<file path="src/rtl/delay_wakeup_array.sv">
// -----------------------------------------------------------------------------
// delay_wakeup_array
//
// Holds up to ENTRIES in-flight wakeups. Each accepted issue broadcasts its
// tag on the single wake port a programmable number of cycles later. A
// reservation vector marks future cycles that already own the wake port, so
// at most one wakeup fires per cycle and none is ever dropped or merged.
//
// Ports
//   clk         : single clock, all state on the rising edge
//   rst         : asynchronous active-low reset
//   issu_en     : issue request this cycle
//   issu_tag    : tag to broadcast at wakeup
//   issu_lat    : wakeup latency in cycles (valid range 1..MAXLAT)
//   flush       : synchronous kill of every pending wakeup
//   issu_ready  : comb, at least one free entry
//   issu_ack    : comb, request accepted this cycle
//   issu_err    : comb, request rejected for an illegal latency
//   wake_valid  : registered one-cycle wakeup strobe
//   wake_tag    : registered tag, meaningful while wake_valid is high
//   occupancy   : registered count of busy entries
// -----------------------------------------------------------------------------
module delay_wakeup_array #(
  parameter int  ENTRIES = 4,
  parameter int  MAXLAT  = 8,
  parameter int  TAG_W   = 6,
  localparam int LAT_W   = $clog2(MAXLAT + 1),
  localparam int OCC_W   = $clog2(ENTRIES + 1)
) (
  input  logic             clk,
  input  logic             rst,
  input  logic             issu_en,
  input  logic [TAG_W-1:0] issu_tag,
  input  logic [LAT_W-1:0] issu_lat,
  input  logic             flush,
  output logic             issu_ready,
  output logic             issu_ack,
  output logic             issu_err,
  output logic             wake_valid,
  output logic [TAG_W-1:0] wake_tag,
  output logic [OCC_W-1:0] occupancy
);

  logic [ENTRIES-1:0] busy_q, busy_d;
  logic [TAG_W-1:0]   tag_q [ENTRIES];
  logic [TAG_W-1:0]   tag_d [ENTRIES];
  logic [LAT_W-1:0]   cnt_q [ENTRIES];
  logic [LAT_W-1:0]   cnt_d [ENTRIES];
  // res_q[j] set: some wakeup fires at the (j-1)-th edge after the next one,
  // i.e. res_q[1] means the upcoming edge already owns the wake port.
  logic [MAXLAT:1]    res_q, res_d;
  logic               wake_valid_q, wake_valid_d;
  logic [TAG_W-1:0]   wake_tag_q, wake_tag_d;
  logic [OCC_W-1:0]   occ_q, occ_d;

  logic               lat_ok;
  logic               res_hit;
  logic               alloc_done;

  // Request qualification uses current-cycle state only; an entry freed at
  // the coming edge is not visible here until the following cycle.
  always_comb begin
    lat_ok  = (issu_lat != '0) && (issu_lat <= LAT_W'(MAXLAT));
    res_hit = 1'b0;
    for (int j = 1; j <= MAXLAT; j++) begin
      if (res_q[j] && (issu_lat == LAT_W'(j))) res_hit = 1'b1;
    end
  end

  assign issu_ready = ~&busy_q;
  assign issu_ack   = issu_en & ~flush & issu_ready & lat_ok & ~res_hit;
  assign issu_err   = issu_en & ~flush & ~lat_ok;

  // NOTE: every variable gets a default at the top of the block so no path
  // leaves it unassigned; otherwise synthesis infers a latch.
  always_comb begin
    busy_d       = busy_q;
    tag_d        = tag_q;
    cnt_d        = cnt_q;
    res_d        = res_q >> 1;  // one edge closer for every reservation
    wake_valid_d = 1'b0;
    wake_tag_d   = wake_tag_q;
    alloc_done   = 1'b0;
    occ_d        = '0;

    // Expiry: an entry with one cycle left fires and frees at this edge.
    // The reservation check guarantees at most one such entry.
    for (int i = 0; i < ENTRIES; i++) begin
      if (busy_q[i]) begin
        if (cnt_q[i] == LAT_W'(1)) begin
          busy_d[i]    = 1'b0;
          wake_valid_d = 1'b1;
          wake_tag_d   = tag_q[i];
        end else begin
          cnt_d[i] = cnt_q[i] - LAT_W'(1);
        end
      end
    end

    if (issu_ack) begin
      if (issu_lat == LAT_W'(1)) begin
        // Latency 1 fires at the accepting edge; no entry is ever held.
        wake_valid_d = 1'b1;
        wake_tag_d   = issu_tag;
      end else begin
        for (int i = 0; i < ENTRIES; i++) begin
          if (!alloc_done && !busy_q[i]) begin
            busy_d[i]  = 1'b1;
            tag_d[i]   = issu_tag;
            cnt_d[i]   = issu_lat - LAT_W'(1);
            alloc_done = 1'b1;
          end
        end
        // Reservation placed in post-shift coordinates: fire edge is
        // issu_lat-1 edges after the next one.
        for (int j = 1; j < MAXLAT; j++) begin
          if (issu_lat == LAT_W'(j + 1)) res_d[j] = 1'b1;
        end
      end
    end

    if (flush) begin
      busy_d       = '0;
      res_d        = '0;
      wake_valid_d = 1'b0;
    end

    for (int i = 0; i < ENTRIES; i++) begin
      occ_d = occ_d + OCC_W'(busy_d[i]);
    end
  end

  // NOTE: state registers use non-blocking assignments so every flop samples
  // the pre-edge values regardless of statement order.
  always_ff @(posedge clk or negedge rst) begin
    if (!rst) begin
      busy_q       <= '0;
      // NOTE: the small tag/counter arrays are reset too, so no X ever
      // reaches wake_tag or the expiry compare after reset.
      tag_q        <= '{default: '0};
      cnt_q        <= '{default: '0};
      res_q        <= '0;
      wake_valid_q <= 1'b0;
      wake_tag_q   <= '0;
      occ_q        <= '0;
    end else begin
      busy_q       <= busy_d;
      tag_q        <= tag_d;
      cnt_q        <= cnt_d;
      res_q        <= res_d;
      wake_valid_q <= wake_valid_d;
      wake_tag_q   <= wake_tag_d;
      occ_q        <= occ_d;
    end
  end

  assign wake_valid = wake_valid_q;
  assign wake_tag   = wake_tag_q;
  assign occupancy  = occ_q;

endmodule

</file>
<file path="config.mk">
export PLATFORM = sky130hd
export DESIGN_NAME = delay_wakeup_array
export DESIGN_NICKNAME = d
export VERILOG_FILES = /design/src/rtl/delay_wakeup_array.sv
export SDC_FILE = /design/constraint.sdc
export NUM_CORES = 1
export LEC_CHECK = 0
export ABC_AREA = 1
export CELL_PAD_IN_SITES_DETAIL_PLACEMENT = 1
export CELL_PAD_IN_SITES_GLOBAL_PLACEMENT = 1
export CORE_ASPECT_RATIO = 0.8
export CORE_UTILIZATION = 40
export CTS_CLUSTER_SIZE = 12
export DETAILED_ROUTE_END_ITERATION = 12
export PLACE_DENSITY_LB_ADDON = 0.1
export SYNTH_ARGS = -nofsm -noshare
export SYNTH_HDL_FRONTEND = slang
export SYNTH_SLANG_ARGS = --single-unit
export TNS_END_PERCENT = 100
</file>
<file path="constraint.sdc">
create_clock -name clk -period 4.9 [get_ports clk]
set_input_delay 0.98 -clock clk [delete_from_list [all_inputs] [get_ports clk]]
set_output_delay 0.98 -clock clk [all_outputs]
set_load 0.01 [all_outputs]
</file>
==> flow_summary.ini, run 1 <==
[outcome]
outcome = finished clean

[synth]
netlist_area_mm2 = 0.00376
synth_common_cells = nand2_1 (209), dfrtp_1 (61), nand3_1 (61)
synthArstFlopShare_pct = 100
synth_nets = 562
synth_top_family_by_area = simple AND/OR/NAND/NOR gates
synth_most_common_cell = nand2_1
ys.flop_type = dfrtp_1
synth_top_area_share_pct = 40.5
synth_simple_gate_area_share_pct = 38.2
yosysSeqAreaShare_pct = 40.5
synth_cell_types = 26
synthMuxAreaShare_pct = 0
synth_warnings = 0
synth_edf_count = 0
yosys.area.top_type = dfrtp_1
syn_inst = 533
synthAdderAreaFrac_pct = 5.18
ys_top_cells_by_area = dfrtp_1 (41%), nand2_1 (21%), nand3_1 (8.1%)
syn_avg_cell_area_um2 = 7.06
synth_xor_area_share_pct = 1.86
synth-compound-area-share_pct = 5.38
ys_ff_latch = 61

[finish]
multiInputGateArea_mm2 = 0.00191
fin_cells = 674
nets = 586
diodes = 0
drive_gt1_share_pct = 7.69
design_area_mm2 = 0.00435
area_growth_pct = 15.6
fill_cells = 1198
layout.area.seq_mm2 = 0.00153

[global_routing]
grt_pass1_vias = 3608
overflow = 0
grt_pass1_wl_mm = 19.5
grt_max_degree = 41
grt_usage_pct = 26.2
antenna_found_initial = 0

[cts]
cts_buffer_depth = 2
clock_latency_ps = 330
hold_buffers = 0
cts.clk_slew.worst_paths_ps = 50
cts_resized = 0
root_buffer = clkbuf_16
cts_setup_buffers = 0
cts.sinks = 61
cts_made_buffers = 9
ctsHtreeMaxLevel = 3
cts_tree = done

[worst_hold_path]
holdPathEnd = tag_q[9]
hp-start = tag_q[9]
hold_path_class = reg -> reg
min_path_cells = 2

[timing]
setup_violations = 0
max-slew-margin-rel_pct = 35.4
whs_ps = 469
tns_ps = 0
worstMarginPinSlew_ps = 969
hold_viol = 0
skew_ps = 10.5
fin_crit_ps = 4150
slew_viol_final = 0
rsz0062_at_grt = no
max_freq_mhz = 241
period_share_pct = 84.7

[drt]
vias = 3527
vias_per_cell = 5.23
drt_wl_total_mm = 11.8
dr.first_iter.drc_count = 220
remaining_drc_errors = 0
routedWlPerCell_um = 17.6
firstDrtPassIters = 4
ant_nets = 0

[critical_path]
crit_start = issu_lat[0]
crit_required_ps = 3920
crit_path_end_kind = output port
r2r_slack_ps = 1940
critPathLaunchType = input port
r2r-end = occupancy[1]
cp_max_fo = 7
reg2reg_depth = 15
crit_arrival_ps = 3170
r2r_start = busy_q[1]
worstSetupPathType = in -> out

[power]
ir_drop_uv = 263
leakage_nw = 2.33
power.density_mw_per_mm2 = 414

[floorplanning]
core_area_mm2 = 0.00908
rows = 31
io_pins = 27
fp.dieW_um = 110
start_util_pct = 41.5
dieArea_mm2 = 0.00981
die_h_um = 88.8

[placed_design]
port_buffers = 26
gp_congestion = 0.879
dp_hpwl_mm = 8.75
dpl.cell_count = 661
placed_cell_area_mm2 = 0.00410

[run]
cap_violations = 0
## power by group
group / switching [W] / internal, W / total, W / leakage, nW
Sequential: 0.0000750 / 0.000612 / 0.000687 / 0.805
Combinational: 0.000338 / 0.000214 / 0.000552 / 1.40
Clock: 0.000221 / 0.000344 / 0.000565 / 0.130
Total: 0.000634 / 0.00117 / 0.00180 / 2.33
## logic make-up (layout without fill, tap and decap cells)
kind of cell,after synthesis,after routing
AO/OA/AOI/OAI,40,40
flip-flops,61,61
adder cells (fa/ha/maj),15,15
XOR/XNOR,8,8
buffers and inverters,80,106
AND/OR/NAND/NOR,329,329
## registers in the layout, indices dropped and copies added, names as in the netlist
register / flops
wake_valid: 1
cnt_q: 16
res_q: 7
wake_tag: 6
occupancy: 3
busy_q: 4
tag_q: 24
## stage by stage
stage,total power (W),utilization [%],setup slack [ps]
6_report,0.00180,48.0,748
3_5_place_dp,0.00125,45.2,604
4_1_cts,0.00182,48.0,741
3_3_place_gp,0.00121,45.2,812
2_1_floorplan,0.00104,-,1560
5_1_grt,0.00194,48.0,565
## routing by layer
metal | GRT usage [%] | vias to the layer above | share of wire, % | wire, µm
met3 | 4.93 | 11 | 4.7 | 552
met1 | 37.2 | 1732 | 49 | 5750
met4 | 6.91 | 0 | 1.2 | 144
met5 | 0 | - | 0 | 0
met2 | 41.2 | 69 | 46 | 5400
li1 | - | 1715 | - | -
## area by class of cell
| type | instances | share of cell area (%) |
|---|---|---|
| Inverter | 63 | 5.43 |
| Tap cell | 115 | 3.31 |
| Timing Repair Buffer | 30 | 6.55 |
| Clock inverter | 3 | 0.345 |
| Multi-Input combinational cell | 392 | 43.8 |
| Sequential cell | 61 | 35.1 |
| Clock buffer | 10 | 5.49 |
## how the worst max path moves through the flow
stage	end	slack, ps	depth (start not counted)
finish	issu_ack	750	10
detailed placement	occupancy[1]	600	17
global placement	occupancy[1]	810	17
global route	issu_ack	570	10
CTS	issu_ack	740	10
floorplan	occupancy[1]	1560	16
## placed cells by master, fill, tap and decap left out, drive strengths merged
cell type      count
nor2              38
ha                14
nand3             66
fa                 1
dfrtp             61
a21oi              7
o21ai             32
or2                4
nand3b             1
buf                5
a21boi             1
clkinv             6
nor3               2
xor2               8
nand2            209
inv               60
clkdlybuf4s50     25
clkbuf            10
nand4              9
## critical path, cell delays in order
cell and delay (ps):
clkdlybuf4s50_1 460, inv_1 240, ha_1 270, nand2_1 110, nand2_1 80, nand3_1 120, nor2_4 170, nand2_1 100
nor2_4 100, clkdlybuf4s50_1 540
Note: power is estimated with default switching activity, not from simulation.
==> run 2: changes to the inputs <==
Clock period 4.9 ns to 4.16 ns, I/O delays scaled along.
==> run 2 against run 1 <==
Clock power grew 39%. Core utilization rose by 0.90 points. Design area up 1.9%. Flip-flop and latch count stayed put. Hold slack worse by 5.1 ps. Sequential share of layout area decreased by 0.64 points. Via count fell by 0.62%. Die area unchanged. Wire length fell by 1.2%. Largest power group unchanged. Highest routed layer unchanged.
==> flow_summary.ini, run 2 (synthesis gave the netlist of run 1 again) <==
[finish]
layout.area.seq_mm2 = 0.00153
fin_cells = 680
fill_cells = 1154
nets = 589
drive_gt1_share_pct = 8.67
largest_register_ffs = 24
mostFrequentLayoutCell = nand2_1
area_growth_pct = 17.8
final_cell_mix = nand2_1 (209), nand3_1 (61), dfrtp_1 (61)
top_register = tag_q
final_util_pct = 48.9
multiInputGateArea_mm2 = 0.00191
reg.largest.list = tag_q x24, cnt_q x16, res_q x7
diodes = 0

[global_routing]
grt_pass1_vias = 3576
grt_max_degree = 39
antenna_found_initial = 0
overflow = 0
grt_pass1_wl_mm = 19.0
grt_usage_pct = 25.4

[placed_design]
port_buffers = 26
dp_hpwl_mm = 8.61
dpl.cell_count = 664
dp_slack_ps = 112
gp_congestion = 0.865

[critical_path]
cp_max_fo = 10
crit_arrival_ps = 3100
r2r_slack_ps = 1280
crit_required_ps = 3330
critPathLaunchType = input port
crit_path_end_kind = output port
worstSetupPathType = in -> out

[power]
leakage_nw = 2.37
power.density_mw_per_mm2 = 509
ir_drop_uv = 304

[timing]
skew_ps = 6.84
fin_crit_ps = 3930
hold_viol = 0
slew_viol_final = 0
period_share_pct = 94.5
max_freq_mhz = 254
max-slew-margin-rel_pct = 37.8
tns_ps = 0
rsz0062_at_grt = no
setup_violations = 0
setup_ws_ps = 227
worstMarginPinSlew_ps = 932

[cts]
cts.clk_slew.worst_paths_ps = 50
ctsHtreeMaxLevel = 3
cts_setup_buffers = 0
cts.sinks = 61
cts_buffer_depth = 2
cts_made_buffers = 9
clock_latency_ps = 340
cts_tree = done
root_buffer = clkbuf_16

[drt]
vias = 3505
dr.first_iter.drc_count = 148
routedWlPerCell_um = 17.2
vias_per_cell = 5.15
ant_nets = 0
remaining_drc_errors = 0
firstDrtPassIters = 4
drt_wl_total_mm = 11.7

[floorplanning]
core_area_mm2 = 0.00908
io_pins = 27
die_h_um = 88.8
dieArea_mm2 = 0.00981
fp.dieW_um = 110
start_util_pct = 41.5
rows = 31

[outcome]
outcome = finished clean

[worst_hold_path]
hold_path_class = reg -> reg

[run]
cap_violations = 0
## run 2: cell count changes in the layout (fill, tap and decap cells not counted), sizes merged
cell,delta
clkinv,-2
bufinv,+1
clkbuf,+3
clkinvlp,+1
buf,+3
## run 2: critical path: stages
cell and delay (ps):
clkdlybuf4s50_1 460, inv_2 150, ha_1 230, nand2_1 100
nand2_1 80, nand3_1 110, nor2_4 170, nand2_1 100
nor2_4 250, clkdlybuf4s50_1 600
## run 2: area by class of cell
type / instances / share of cell area, %
clock inverters: 3 / 0.959
repair buffers: 33 / 6.94
well taps: 115 / 3.24
inverters: 63 / 5.33
clock buffers: 13 / 6.09
multi-input cells: 392 / 43.0
flip-flops and latches: 61 / 34.4
## run 2: per-stage QoR
stage               hold slack (ps)  instance area (µm²)  total power [W]
CTS                             465                 4430          0.00227
finish                          464                 4430          0.00226
detailed placement              452                 4120          0.00147
global placement                447                 4120          0.00143
global route                    483                 4430          0.00241
floorplan                       433                 3760          0.00123
## run 2: final timing paths
kind,start,endpoint,cells past startpoint
min in group asynchronous,rst,cnt_q[5],1
worst max-delay path,issu_lat[0],issu_ack,10
max in group asynchronous,rst,tag_q[13],2
worst min register to register,tag_q[7],tag_q[7],2
worst min-delay path,tag_q[7],tag_q[7],2
worst max register to register,busy_q[0],occupancy[1],10
## run 2: power by group
part	leakage, nW	switching [W]	internal [W]
clock network	0.152	0.000276	0.000512
registers	0.805	0.0000885	0.000721
logic	1.41	0.000406	0.000253
total	2.37	0.000771	0.00149
## run 2: metal layers
layer	track usage [%]	vias to the layer above	wire length, µm
li1	-	1729	-
met1	36.7	1713	5820
met3	4.45	6	601
met5	0	-	0
met4	6.79	0	62
met2	39.6	57	5220
## run 2: what timing repair did
item / CTS / global route
setup endpoints to repair: 0 / 1
gates resized for setup: 0 / 1
hold buffers: 0 / 0
==> RTL change 1: new RTL, settings of run 1 <==
Take the reset off `res_q` and `wake_tag_q` and load them in a clocked block of their own.
--- a/src/rtl/delay_wakeup_array.sv
+++ b/src/rtl/delay_wakeup_array.sv
@@ -139,19 +139,20 @@
       // reaches wake_tag or the expiry compare after reset.
       tag_q        <= '{default: '0};
       cnt_q        <= '{default: '0};
-      res_q        <= '0;
       wake_valid_q <= 1'b0;
-      wake_tag_q   <= '0;
       occ_q        <= '0;
     end else begin
       busy_q       <= busy_d;
       tag_q        <= tag_d;
       cnt_q        <= cnt_d;
-      res_q        <= res_d;
       wake_valid_q <= wake_valid_d;
-      wake_tag_q   <= wake_tag_d;
       occ_q        <= occ_d;
     end
+  end
+
+  always_ff @(posedge clk) begin
+    res_q      <= res_d;
+    wake_tag_q <= wake_tag_d;
   end
 
   assign wake_valid = wake_valid_q;
Check against the original RTL: not equivalent (a bounded check fails within 4 cycles, from zero or initial values and one cycle with rst low).
==> RTL change 1 against run 1 <==
  * Utilization up 0.55 points
  * Clock skew is 0.0040 ns lower
  * Design area shrank 4.6%
  * Global-route usage is 0.83 points lower
  * Sequential cell count is the same
  * Worst setup slack got worse by 0.22 ns
  * Wire length fell by 7.3%
  * Die area down 5.1%
  * Power fell by 0.87%
  * Area after synthesis fell by 5.3%
  * Critical endpoint unchanged
==> RTL change 1: results (changes against run 1) <==
* Cell types occupying the most area after synthesis: dfrtp_1 34%, nand2_1 20%, nand3_1 8.8%, dfxtp_1 7.3%, inv_1 5.6%
* Critical path peak fanout: 15 (+8)
- Commonest cells post-synth: 190 x nand2_1, 63 x nand3_1, 53 x inv_1, 48 x dfrtp_1, 24 x o21ai_0
- The proportion of total power due to net switching was 0.358 (+0.00639).
- The maximum single-stage delay on the critical path was 0.62 ns (+0.08 ns).
- The arrival time at the worst endpoint was 3.39 ns (+0.22 ns).
* Synth Net Count: 530 (-5.7%)
* Iteration-0 DRC count of the detailed router: 172 (-22%)
* Worst Reg-to-Reg Cells: 10 (-5)
* Combinational power: 573 uW (+3.8%)
- Number of distinct library cells after synthesis: 32 (+23%)
* Async set or reset register ratio after synthesis: 0.787 (-0.213)
* Result of the run: complete, no violations
* Largest voltage drop on the vdd net: 0.000209 V (-20%)
- Share of Yosys cell area claimed by the top area cell type: 0.337 (-0.0687)
- Aggregate routed wire length: 11000 um (-7.3%)
* Worst Hold Path EP: res_q[2]
- The first-pass GRT wire length was 17700 um (-9.0%).
- Launch instance of the worst register-to-register path: busy_q[0]
- The post-detailed-placement cell area came to 3930 um^2 (-4.2%).
- Total Routing Usage GR: 0.254 (-0.00830)
- Maximum number of pins on one net before global-route repair: 49 (+20%)
- HPWL after detailed placement: 7840 um (-10%)
- The startpoint identified for the worst hold timing path is res_q[3].
* Clock-pin slew on the worst setup and hold paths: 0.07 ns (+0.02 ns)
* DRT met1 WL: 5880 um (+2.2%)
==> RTL change 1: worst max path at each step <==
stage                 from           end  slack (ns)
6_report       issu_lat[0]      issu_ack        0.53
5_1_grt        issu_lat[0]      issu_ack        0.33
4_1_cts        issu_lat[0]      issu_ack        0.53
3_5_place_dp   issu_lat[1]  occupancy[1]        0.57
3_3_place_gp   issu_lat[0]      issu_ack        0.62
2_1_floorplan  issu_lat[0]  occupancy[1]        1.59
==> RTL change 1: worst register-to-register path, cell delays in order, from the launching register on <==
cell     delay (ns)
dfrtp_1        0.49
inv_1          0.45
nor2_2         0.17
nand2_1        0.33
o21ai_0        0.16
nand2_1        0.09
nand3_1        0.15
fa_1           0.59
inv_1          0.05
ha_1           0.17
ha_1           0.27
==> RTL change 1: stage by stage <==
stage	worst slack, ns	std cells	power, mW	utilization	hold slack [ns]
floorplan	1.59	501	1.05	-	0.434
global placement	0.617	629	1.23	0.459	0.446
detailed placement	0.566	629	1.26	0.459	0.456
CTS	0.532	645	1.79	0.485	0.473
global route	0.334	645	1.91	0.485	0.492
finish	0.528	645	1.79	0.485	0.471
==> RTL change 1: cell type report <==
cell class	instances	area [um^2]
multi-input combinational	369	1830
tap	112	140
clock inverter	4	70.1
inverter	57	214
sequential	61	1460
timing repair buffer	30	285
clock buffer	12	155
fill	1122	4410
==> RTL change 1: cells by family after synthesis <==
group	after synthesis	share of synthesized area
flops	61	0.410
buf+inv	71	0.0786
xor+xnor	10	0.0246
compound gates	43	0.0642
fa+ha+maj	15	0.0547
simple gates	301	0.368
==> RTL change 1: layer usage <==
layer  GRT usage  up-vias
li1            -     1629
met1       0.386     1609
met2       0.368       57
met3      0.0398       14
met4      0.0722        0
met5           0        -
==> RTL change 2: new RTL, config.mk and constraints of run 1 <==
Without the edit above. `ENTRIES`: 4 -> 8.
--- a/src/rtl/delay_wakeup_array.sv
+++ b/src/rtl/delay_wakeup_array.sv
@@ -21,7 +21,7 @@
 //   occupancy   : registered count of busy entries
 // -----------------------------------------------------------------------------
 module delay_wakeup_array #(
-  parameter int  ENTRIES = 4,
+  parameter int  ENTRIES = 8,
   parameter int  MAXLAT  = 8,
   parameter int  TAG_W   = 6,
   localparam int LAT_W   = $clog2(MAXLAT + 1),
Interface: changed (resized occupancy); port bits go from 27 to 28. The function was not compared with the original's and may differ.
==> RTL change 2 against run 1 <==
  * Largest power group unchanged
  * Largest cell class unchanged
  * Sequential power rose by 54%
  * Utilization increased by 0.15 points
  * Die area is 60% higher
  * Worst setup slack got worse by 0.52 ns
  * Sequential cell count up 45
  * Area after synthesis increased by 61%
  * Critical path type is now primary input to flop
  * Power increased by 37%
  * Wire length up 44%
  * Design area grew 61%
==> RTL change 2: results (changes against run 1) <==
* Net switching power: 755 uW (+19%)
* Count of port buffers added during placement: 27 (+3.8%)
- Iteration-0 DRC count of the detailed router: 240 (+9.1%)
* Slew at the pin closest to its max-slew limit: 0.964 ns (-0.00468 ns)
* HPWL after detailed placement: 12300 um (+40%)
- Commonest register cell after synthesis: dfrtp_1
- Final RePlAce weighted congestion: 0.814 (-7.4%)
* Maximum number of pins on one net before global-route repair: 75 (+83%)
- Cell count after placement: 976 (+48%)
* Clock-pin slew on the worst setup and hold paths: 0.07 ns (+0.02 ns)
- R2R Setup Slk: 0.74 ns (-1.20 ns)
- The met2 usage came to 0.391 (-0.0215).
- The path depth of the worst reg2reg path was 17 (+2).
- The portion of total power attributed to sequential cells came to 0.431 (+0.050).
- Total Routing Usage GR: 0.236 (-0.0259)
- Cell family contributing the most delay on the critical path: adder cells
* Worst path max stage delay: 0.61 ns (+0.07 ns)
- In the final layout, the registers with the most flip-flops are tag_q x48, cnt_q x32, busy_q x8.
- The share of power burned in the clock network was 0.340 (+0.027).
* Met2 Wirelength: 7920 um (+47%)
- Routed via count divided by cell count: 5.05 (-3.6%)
- The clock latency on the worst-skew pair is 0.36 ns (+0.03 ns).
- Proportion of layout cells with a drive suffix above 1: 0.157 (+0.0805)
* Detail Route met3 WL: 487 um (-12%)
- Ranked by total cell area, the synthesized netlist is headed by dfrtp_1 44%, nand2_1 13%, inv_1 5.9%, ha_1 4.9%, o21ai_2 4.5%.
- Crit Path Class: primary input to flop
- DRT met1 WL: 8420 um (+46%)
* Data arrival time of the worst path: 4.92 ns (+1.75 ns)
* Cell count after synthesis: 761 (+43%)
* Synth Net Count: 803 (+43%)
* Commonest cells post-synth: 207 x nand2_1, 106 x dfrtp_1, 95 x inv_1, 70 x nor2_1, 35 x o21ai_1
- # H-tree levels: 3 (unchanged)
- The met1 usage in global routing came to 0.318 (-0.0545).
- The static leakage is 3.46 nW (+48%).
- The register area share after synthesis is 0.437 (+0.0317).
* Average wire per cell in the routed design: 17.1 um (-2.9%)
- The number of global-route vias before repair came to 5393 (+49%).
- The total number of vias was 5031 (+43%).
- The top fanout value on the critical path was 5 (-2).
* Clk_skew: 0.00841 ns (-0.00213 ns)
* Largest voltage drop on the vdd net: 0.000189 V (-28%)
- Worst Hold Path EP: tag_q[44]
- End of the worst register-to-register path: occupancy[2]
- The first-pass GRT wire length came to 28300 um (+45%).
- Launch instance of the worst register-to-register path: busy_q[0]
- The worst hold slack came to 0.488 ns (+0.0187 ns).
- Tracing the worst setup path back leads to its startpoint at issu_lat[2].
* Result of the run: complete, no violations
- Hold path startpoint: tag_q[44]
- Net count reported at finish: 850 (+45%)
* Number of distinct library cells after synthesis: 35 (+35%)
* Fill cell count: 1792 (+50%)
==> RTL change 2: cell count changes after synthesis, moves of 10 or more <==
cell,run 1,this run
dfrtp_1,61,106
inv_1,52,95
nor2_1,30,70
o21ai_1,4,35
o21ai_2,0,31
nand3_1,61,32
a21oi_1,7,28
buf_6,1,13
ha_1,14,24
==> RTL change 2: final cells by class <==
| class | count | area (um^2) | area share |
|---|---|---|---|
| tap | 184 | 230 | 0.0329 |
| multi-input combinational | 526 | 2860 | 0.408 |
| timing repair buffer | 63 | 541 | 0.0773 |
| sequential | 106 | 2650 | 0.379 |
| clock inverter | 6 | 105 | 0.0150 |
| clock buffer | 10 | 229 | 0.0327 |
| inverter | 102 | 383 | 0.0547 |
==> RTL change 2: through the flow <==
step | instance area, um^2 | utilization | total power [mW] | setup TNS [ns] | worst slack, ns
final | 7000 | 0.481 | 2.47 | 0 | 0.230
after global routing | 7000 | 0.481 | 2.60 | -0.0302 | -0.0229
after CTS | 6940 | 0.477 | 2.48 | 0 | 0.0421
after detailed placement | 6590 | 0.453 | 1.64 | -0.525 | -0.326
after global placement | 6590 | 0.453 | 1.62 | -0.494 | -0.317
after floorplan | 6070 | - | 1.41 | 0 | 0.291
==> RTL change 2: cell families (layout without fill, tap and decap cells) <==
group                    Yosys count  after routing  synth area share
buffers and inverters            129            181            0.0979
adder cells (fa/ha/maj)           28             28            0.0627
AO/OA/AOI/OAI                    135            135             0.139
XOR/XNOR                          11             11            0.0159
flip-flops                       106            106             0.437
AND/OR/NAND/NOR                  352            352             0.248
==> RTL change 2: timing repair <==
action | in CTS | in global routing
pin swaps | 1 | 4
setup endpoints to repair | 1 | 2
cloned | 0 | 0
resized for setup | 0 | 12
setup buffers | 2 | 3
